===== src/rtl/mem_pkg.sv =====
// Shared types and widths for the memory responder and its word storage.
package mem_pkg;
  localparam int unsigned DATA_W     = 32;
  localparam int unsigned WORD_BYTES = 4;
  localparam int unsigned OFS_W      = $clog2(WORD_BYTES);
  localparam int unsigned CNT_W      = 4;

  typedef enum logic [1:0] {
    IDLE,
    WAIT,
    RESP
  } state_t;
endpackage


===== src/rtl/word_ram.sv =====
// Word storage: synchronous write port, asynchronous read port, never cleared.
module word_ram
  import mem_pkg::*;
#(
  parameter int unsigned DEPTH_WORDS = 64,
  parameter int unsigned IDX_W       = (DEPTH_WORDS > 1) ? $clog2(DEPTH_WORDS) : 1
) (
  input  logic              clk,
  input  logic              we,
  input  logic [IDX_W-1:0]  waddr,
  input  logic [DATA_W-1:0] wdata,
  input  logic [IDX_W-1:0]  raddr,
  output logic [DATA_W-1:0] rdata
);

  logic [DATA_W-1:0] mem [DEPTH_WORDS];

  always_ff @(posedge clk) begin
    if (we) begin
      mem[waddr] <= wdata;
    end
  end

  assign rdata = mem[raddr];

endmodule


===== src/rtl/memory_responder.sv =====
// Single-outstanding memory responder: latches a request, waits WAIT_STATES
// cycles, then gives a one-cycle ready with registered rdata/err.
module memory_responder
  import mem_pkg::*;
#(
  parameter int unsigned DEPTH_WORDS = 64,
  parameter int unsigned WAIT_STATES = 2
) (
  input  logic        clk,
  input  logic        reset,
  input  logic        req,
  input  logic        we,
  input  logic [31:0] addr,
  input  logic [31:0] wdata,
  output logic [31:0] rdata,
  output logic        ready,
  output logic        err
);

  localparam int unsigned IDX_W = (DEPTH_WORDS > 1) ? $clog2(DEPTH_WORDS) : 1;

  state_t               state;
  logic [CNT_W-1:0]     cnt;
  logic [31:0]          lat_addr;
  logic [DATA_W-1:0]    lat_wdata;
  logic                 lat_we;

  logic [31:0]          tgt_addr;
  logic                 tgt_we;
  logic                 tgt_bad;
  logic [IDX_W-1:0]     tgt_idx;
  logic [IDX_W-1:0]     ram_raddr;
  logic [IDX_W-1:0]     ram_waddr;
  logic [DATA_W-1:0]    ram_rdata;
  logic                 ram_we;
  logic [DATA_W-1:0]    resp_rdata;

  // In IDLE the request is entering RESP directly (zero wait states), so use live inputs.
  always_comb begin
    tgt_addr   = (state == IDLE) ? addr : lat_addr;
    tgt_we     = (state == IDLE) ? we : lat_we;
    tgt_bad    = (tgt_addr[OFS_W-1:0] != '0) ||
                 (32'(tgt_addr[31:OFS_W]) >= 32'(DEPTH_WORDS));
    tgt_idx    = IDX_W'(tgt_addr[31:OFS_W]);
    ram_raddr  = tgt_bad ? '0 : tgt_idx;
    resp_rdata = (tgt_bad || tgt_we) ? '0 : ram_rdata;
  end

  // Write lands on the edge closing RESP; err is the latched error for this transaction.
  always_comb begin
    ram_waddr = IDX_W'(lat_addr[31:OFS_W]);
    ram_we    = (state == RESP) && lat_we && !err;
  end

  word_ram #(
    .DEPTH_WORDS (DEPTH_WORDS),
    .IDX_W       (IDX_W)
  ) u_ram (
    .clk   (clk),
    .we    (ram_we),
    .waddr (ram_waddr),
    .wdata (lat_wdata),
    .raddr (ram_raddr),
    .rdata (ram_rdata)
  );

  always_ff @(posedge clk or negedge reset) begin
    if (!reset) begin
      state     <= IDLE;
      cnt       <= '0;
      lat_addr  <= '0;
      lat_wdata <= '0;
      lat_we    <= 1'b0;
      ready     <= 1'b0;
      err       <= 1'b0;
      rdata     <= '0;
    end else begin
      ready <= 1'b0;
      err   <= 1'b0;
      rdata <= '0;
      case (state)
        IDLE: begin
          if (req) begin
            lat_addr  <= addr;
            lat_we    <= we;
            lat_wdata <= wdata;
            if (WAIT_STATES == 0) begin
              state <= RESP;
              ready <= 1'b1;
              err   <= tgt_bad;
              rdata <= resp_rdata;
            end else begin
              cnt   <= CNT_W'(WAIT_STATES - 1);
              state <= WAIT;
            end
          end
        end
        WAIT: begin
          if (cnt == '0) begin
            state <= RESP;
            ready <= 1'b1;
            err   <= tgt_bad;
            rdata <= resp_rdata;
          end else begin
            cnt <= cnt - 1'b1;
          end
        end
        RESP:    state <= IDLE;
        default: state <= IDLE;
      endcase
    end
  end

endmodule


===== config.mk =====
export PLATFORM = sky130hd
export DESIGN_NAME = memory_responder
export DESIGN_NICKNAME = d
export VERILOG_FILES = /design/src/rtl/mem_pkg.sv /design/src/rtl/word_ram.sv /design/src/rtl/memory_responder.sv
export SDC_FILE = /design/constraint.sdc
export NUM_CORES = 2
export LEC_CHECK = 0
export BUFFER_PORTS_ARGS = -buffer_cell sky130_fd_sc_hd__buf_2
export CORE_MARGIN = 2
export CORE_UTILIZATION = 35
export CTS_CLUSTER_DIAMETER = 30
export DETAILED_ROUTE_END_ITERATION = 8
export HOLD_SLACK_MARGIN = 0.08
export PLACE_DENSITY = 0.54
export SLEW_MARGIN = 20
export SYNTH_ARGS = -nofsm -noshare
export SYNTH_HDL_FRONTEND = slang
export SYNTH_SLANG_ARGS = --single-unit

===== constraint.sdc =====
create_clock -name clk -period 5.7 [get_ports clk]
set_input_delay 1.425 -clock clk [delete_from_list [all_inputs] [get_ports clk]]
set_output_delay 1.425 -clock clk [all_outputs]
set_load 0.1 [all_outputs]

======== Yosys cells after proc, flatten, opt, wreduce, memory -nomap -nowiden ========
Memories as Yosys holds them, arrays and structs flattened.
Cells that the tools add are included.
W data, S select, Z words.
cells by class
  $add $sub $neg .......................... 1
  magnitude comparators ................... 1
  eq/ne operators ......................... 5
  mux-type cells .......................... 18
  reductions and logical operators ........ 12
operators by type and width
  kind                   count
  $mux W32               4
  $ge A30 B7 Y1 const B  1
  $mux W4                2
  $pmux W4 S2            1
  $mux W1                7
  $mux W6                1
  $ne A2 B2 Y1 const B   3
  $logic_not A4 Y1       1
  $mux W2                2
  $pmux W2 S2            1
  $reduce_and A2 Y1      2
  $reduce_bool A2 Y1     2
  $sub A4 B1 Y4 const B  1
  $reduce_and A3 Y1      1
  $eq A2 B1 Y1 const B   1
  $eq A2 B2 Y1 const B   1
  $logic_and A1 B1 Y1    2
  $logic_not A2 Y1       1
  $logic_or A1 B1 Y1     2
  $logic_not A1 Y1       1
storage, ports and cells
  flip-flop bits (word level) ............. 105
  memory bits (writable) .................. 2048
  input bits .............................. 68
  output and inout port bits .............. 34
  memories ................................ 1
memories
  name       depth  bits a word  read ports  clocked after memory_dff  wr ports  line            text
  u_ram.mem  64     32           1           0                         1         word_ram.sv:16  logic [DATA_W-1:0] mem [DEPTH_WORDS];

======== Logic depth before layout (Yosys ltp) ========
An unclocked memory read counts as a cell.
  word-level depth ........................ 9
  depth in mapped cells ................... 15
  gate-level depth less buffers ........... 9

======== Hierarchy ========
Synthesis repeated with hierarchy kept, for this count alone.
unflattened totals
  cell total of the unflattened synthesis .. 3753
  area total of the unflattened synthesis .. 82110.0 um^2
modules (own cells, without submodules)
  module            instances  cells an instance  area an instance (um^2)
  word_ram          1          3292               77874.7
  memory_responder  1          461                4235.3

======== Worst setup path after synthesis ========
Ideal clock, no wire load.
  path kind ............................... in2reg
  from .................................... input port addr[1]
  to ...................................... register rdata[2]
  setup time .............................. 126 ps
  data arrival time ....................... 3890 ps
  data required time ...................... 5574 ps
  setup slack ............................. 1684 ps
  stages on the path ...................... 13
  path buffers ............................ 4
  path through ............................ nor4_1 -> nand4_1 -> or4_1 -> buf_4 -> a211oi_2 -> buf_4 -> buf_2 -> buf_4 -> mux2i_1 -> o21ai_0 -> nand3_1 -> o21ai_0 -> a221o_1
on the way
  cells in the longest elaborated chain, start to end .. 8
  elaborated cells on any way between the ends .. 9
  classes of those cells .................. mux: 5; reduce/logical: 3; memory: 1
RTL lines
  element               line                     text
  start, declared       memory_responder.sv:13   input logic [31:0] addr,
  $mux W32 *            memory_responder.sv:40   tgt_addr = (state == IDLE) ? addr : lat_addr;
  $reduce_bool A2 Y1 *  memory_responder.sv:42   tgt_bad = (tgt_addr[OFS_W-1:0] != '0) ||
  $logic_or A1 B1 Y1 *  memory_responder.sv:42
  $mux W6               memory_responder.sv:45   ram_raddr = tgt_bad ? '0 : tgt_idx;
  $mem_v2 Z64 W32       n/a
  $mux W32 *            memory_responder.sv:46   resp_rdata = (tgt_bad || tgt_we) ? '0 : ram_rdata;
  $mux W32 *            memory_responder.sv:99   if (cnt == '0) begin
  $mux W32 *            memory_responder.sv:81   case (state)
  end signal, assigned  memory_responder.sv:91   rdata <= resp_rdata;
  end signal, assigned  memory_responder.sv:103  rdata <= resp_rdata;
  end, declared         memory_responder.sv:15   output logic [31:0] rdata,
Mark *: on every way between the ends. The rest lies on a longest branch, timed or not.
A chain may end at the register's enable or synchronous reset.

======== Worst setup path in the final report ========
  from .................................... input port addr[0]
  to ...................................... register rdata[27]
The elaborated chain is that of the path after synthesis.

==> results.toml <==
[run_status]
status = "complete, but fails checks"
violations = "design-rule violations"

[logic_synthesis]
netlist_area_um2 = 83600
ys_ff_latch = 2153
synth_nets = 5819
async_flop_share = 0.0488
netlist_top_cells_count = "edfxtp_1, nand2_1, nand3_1"
synth_area_leader_cell = "edfxtp_1"
synth-edff-count = 2048
netlist_instances = 5749
yosysUniqueCellTypes = 66
synthTopCellsByArea = "edfxtp_1, nand2_1, dfrtp_1"
syn_avg_cell_area_um2 = 14.5
synth_top_area_frac = 0.735
synthFlopType = "edfxtp_1"
seq_area_frac_synth = 0.767
synth_warnings = 0
synth_most_common_cell = "edfxtp_1"

[worst_setup_path]
critPathMaxFanout = 28
crit_chain = "buf_2 -> nor4_1 -> nand4_1 -> or4_2 -> buf_12 -> a211oi_4 -> buf_12 -> buf_4 -> buf_4 -> nand2_1 -> nand3_1 -> a21oi_1 -> a221oi_1 -> buf_4 -> a221o_1"
cpMostUsedCell = "buf_4"
crit_slowest_cell = "a221oi_1"
endpoint_kind = "register"
worstPathArrival_ns = 6.03
crit_path_max_incr_delay_ns = 0.96
crit_type = "primary input to register"
start_kind = "primary input"
critPathRequiredTime_ns = 6.60

[clocking]
htree_levels = 5
ctsResizeCount = 0
path_clk_slew_ns = 0.05
cts.sinks = 2153
cts_root_buffer = "clkbuf_16"
cts_hold_buf = 0
cts_tree = "done"
cts_setup_buffers = 0
cts_buffer_depth = 4
cts_inserted_buffers = 448
insertion_delay_ns = 0.97

[power]
leakage_nw = 35.8
p_clk_frac = 0.491
switching_power_mw = 14.3
seqPwrFrac = 0.381
p_int_mw = 38.7
power_density_nw_per_um2 = 503
p_sw_frac = 0.270
max-vdd-ir-drop_uv = 331
combPwrFrac = 0.128

[grt]
grt_usage = 0.227
grt_pass1_vias = 53800
antenna_found_initial = 13
grt_pass1_wl_um = 399000
grt_max_degree = 111
overflow = 0

[cells_and_area]
area_growth_pct = 25.8
nets = 6291
utilization = 0.442
num-fill-cells = 21000
layout-drive-gt1-share = 0.196

[timing]
finalCriticalPeriod_ns = 5.13
final.setup_skew_ns = 0.0735
tightest_slew_ns = 1.15
maxSlewViolCount = 0
finalHoldViolations = 0
finalSetupTns_ns = 0
timing.final.crit_share = 0.900
max_freq_mhz = 195
max-slew-margin-rel = 0.229
finalSetupViolations = 0
rsz0062_at_grt = "no"

[detailed_routing]
num_vias = 54900
post_drt_wl_per_cell_um = 28.9
dr.pass1.iters = 8
ant_nets = 0
drc_errors = 2
drt-total-wl_um = 282000
routed_via_density = 5.63
drtIter0Drc = 6716

[job]
cap_viol_max_count = 0

[placement]
io_buffers = 101
hpwl_um = 158000
place_congestion = 0.823

[die]
start_util = 0.352
core_area_um2 = 238000
pin_count = 102
die_x_um = 493
std_cell_rows = 179
die-area_um2 = 243000
fp.dieH_um = 493

[worst_hold_path]
worstHoldPathType = "register to register"
[stage by stage]
step / hold slack [ns] / total power, mW / cell area, µm² / instances / setup WS, ns
2_1_floorplan: 0.446 / 23.7 / 83600 / 5749 / 1.68
3_3_place_gp: 0.462 / 27.1 / 89900 / 8932 / -0.403
3_5_place_dp: 0.464 / 27.2 / 90000 / 8937 / -0.227
4_1_cts: 0.476 / 53.1 / 105000 / 9751 / 0.720
5_1_grt: 0.493 / 54.4 / 105000 / 9753 / 0.562
6_report: 0.475 / 53.0 / 105000 / 9753 / 0.569
[area by class of cell]
type / instances / area (µm²) / area share
antenna: 1 / 2.50 / 0.0000238
tap: 3167 / 3960 / 0.0377
clock inverter: 294 / 3420 / 0.0325
clock buffer: 520 / 11800 / 0.112
timing repair buffer: 419 / 3440 / 0.0327
sequential: 2153 / 64200 / 0.610
multi-input combinational: 3193 / 18500 / 0.175
inverter: 6 / 22.5 / 0.000214
[power by group through the flow]
stage | sequential, mW | clock [mW] | combinational (mW)
finish | 20.2 | 26.0 | 6.78
floorplan | 21.2 | 0 | 2.57
global route | 20.2 | 27.0 | 7.21
CTS | 20.2 | 26.2 | 6.76
global placement | 20.4 | 0 | 6.64
detailed placement | 20.5 | 0 | 6.76
[kinds of logic after synthesis]
group                    share of synthesized area
XOR/XNOR                                  0.000209
flip-flops                                   0.767
multiplexers                                0.0212
buffers and inverters                       0.0207
AO/OA/AOI/OAI                               0.0975
adder cells (fa/ha/maj)                   0.000299
AND/OR/NAND/NOR                             0.0935
[layer usage]
metal  global-route usage  up-vias  share of wire
met4               0.0762        2          0.031
met1                0.305    28300           0.41
met2                0.370     2782           0.48
li1                     -    23300              -
met3               0.0417      492          0.085
met5                    0        -       0.000025
[cells in the final DEF (no fill, tap or decap), types with 45 or more instances in the layout]
master	netlist	layout
nand3_1	307	306
a211oi_1	57	56
nor2_4	1	68
mux2i_1	171	170
clkinv_2	0	90
buf_2	63	100
bufinv_16	0	70
a311oi_1	45	45
a31oi_1	51	51
clkbuf_16	0	455
clkbuf_1	273	53
a21oi_1	234	233
nand2_1	1184	1181
dfrtp_1	105	73
o21ai_0	149	149
clkinv_1	0	50
a221oi_1	228	227
buf_4	30	275
a22oi_1	56	56
nor2_1	277	209
edfxtp_1	2048	2048
[flip-flops by register name, summed over array words and instances, names as in the netlist]
| signal | cells |
|---|---|
| cnt | 4 |
| err | 1 |
| lat_addr | 32 |
| lat_wdata | 32 |
| lat_we | 1 |
| rdata | 32 |
| ready | 1 |
| state | 2 |
| u_ram.mem | 2048 |
[critical path: cells and delay by family]
family,cells,cell delay (ns)
simple gates,5,1.65
buf+inv,6,1.46
compound gates,4,1.40
[final timing paths]
check	startpoint	end	slack, ns	cells past startpoint
max in group asynchronous	reset	rdata[11]	4.02	2
setup / recovery	addr[0]	rdata[27]	0.57	15
min in group asynchronous	reset	rdata[1]	0.60	1
hold reg to reg	lat_addr[28]	lat_addr[28]	0.48	2
setup reg to reg	state[0]	rdata[27]	0.86	14
hold / removal	lat_addr[28]	lat_addr[28]	0.48	2
No activity file was read; power rests on OpenSTA's default activity.
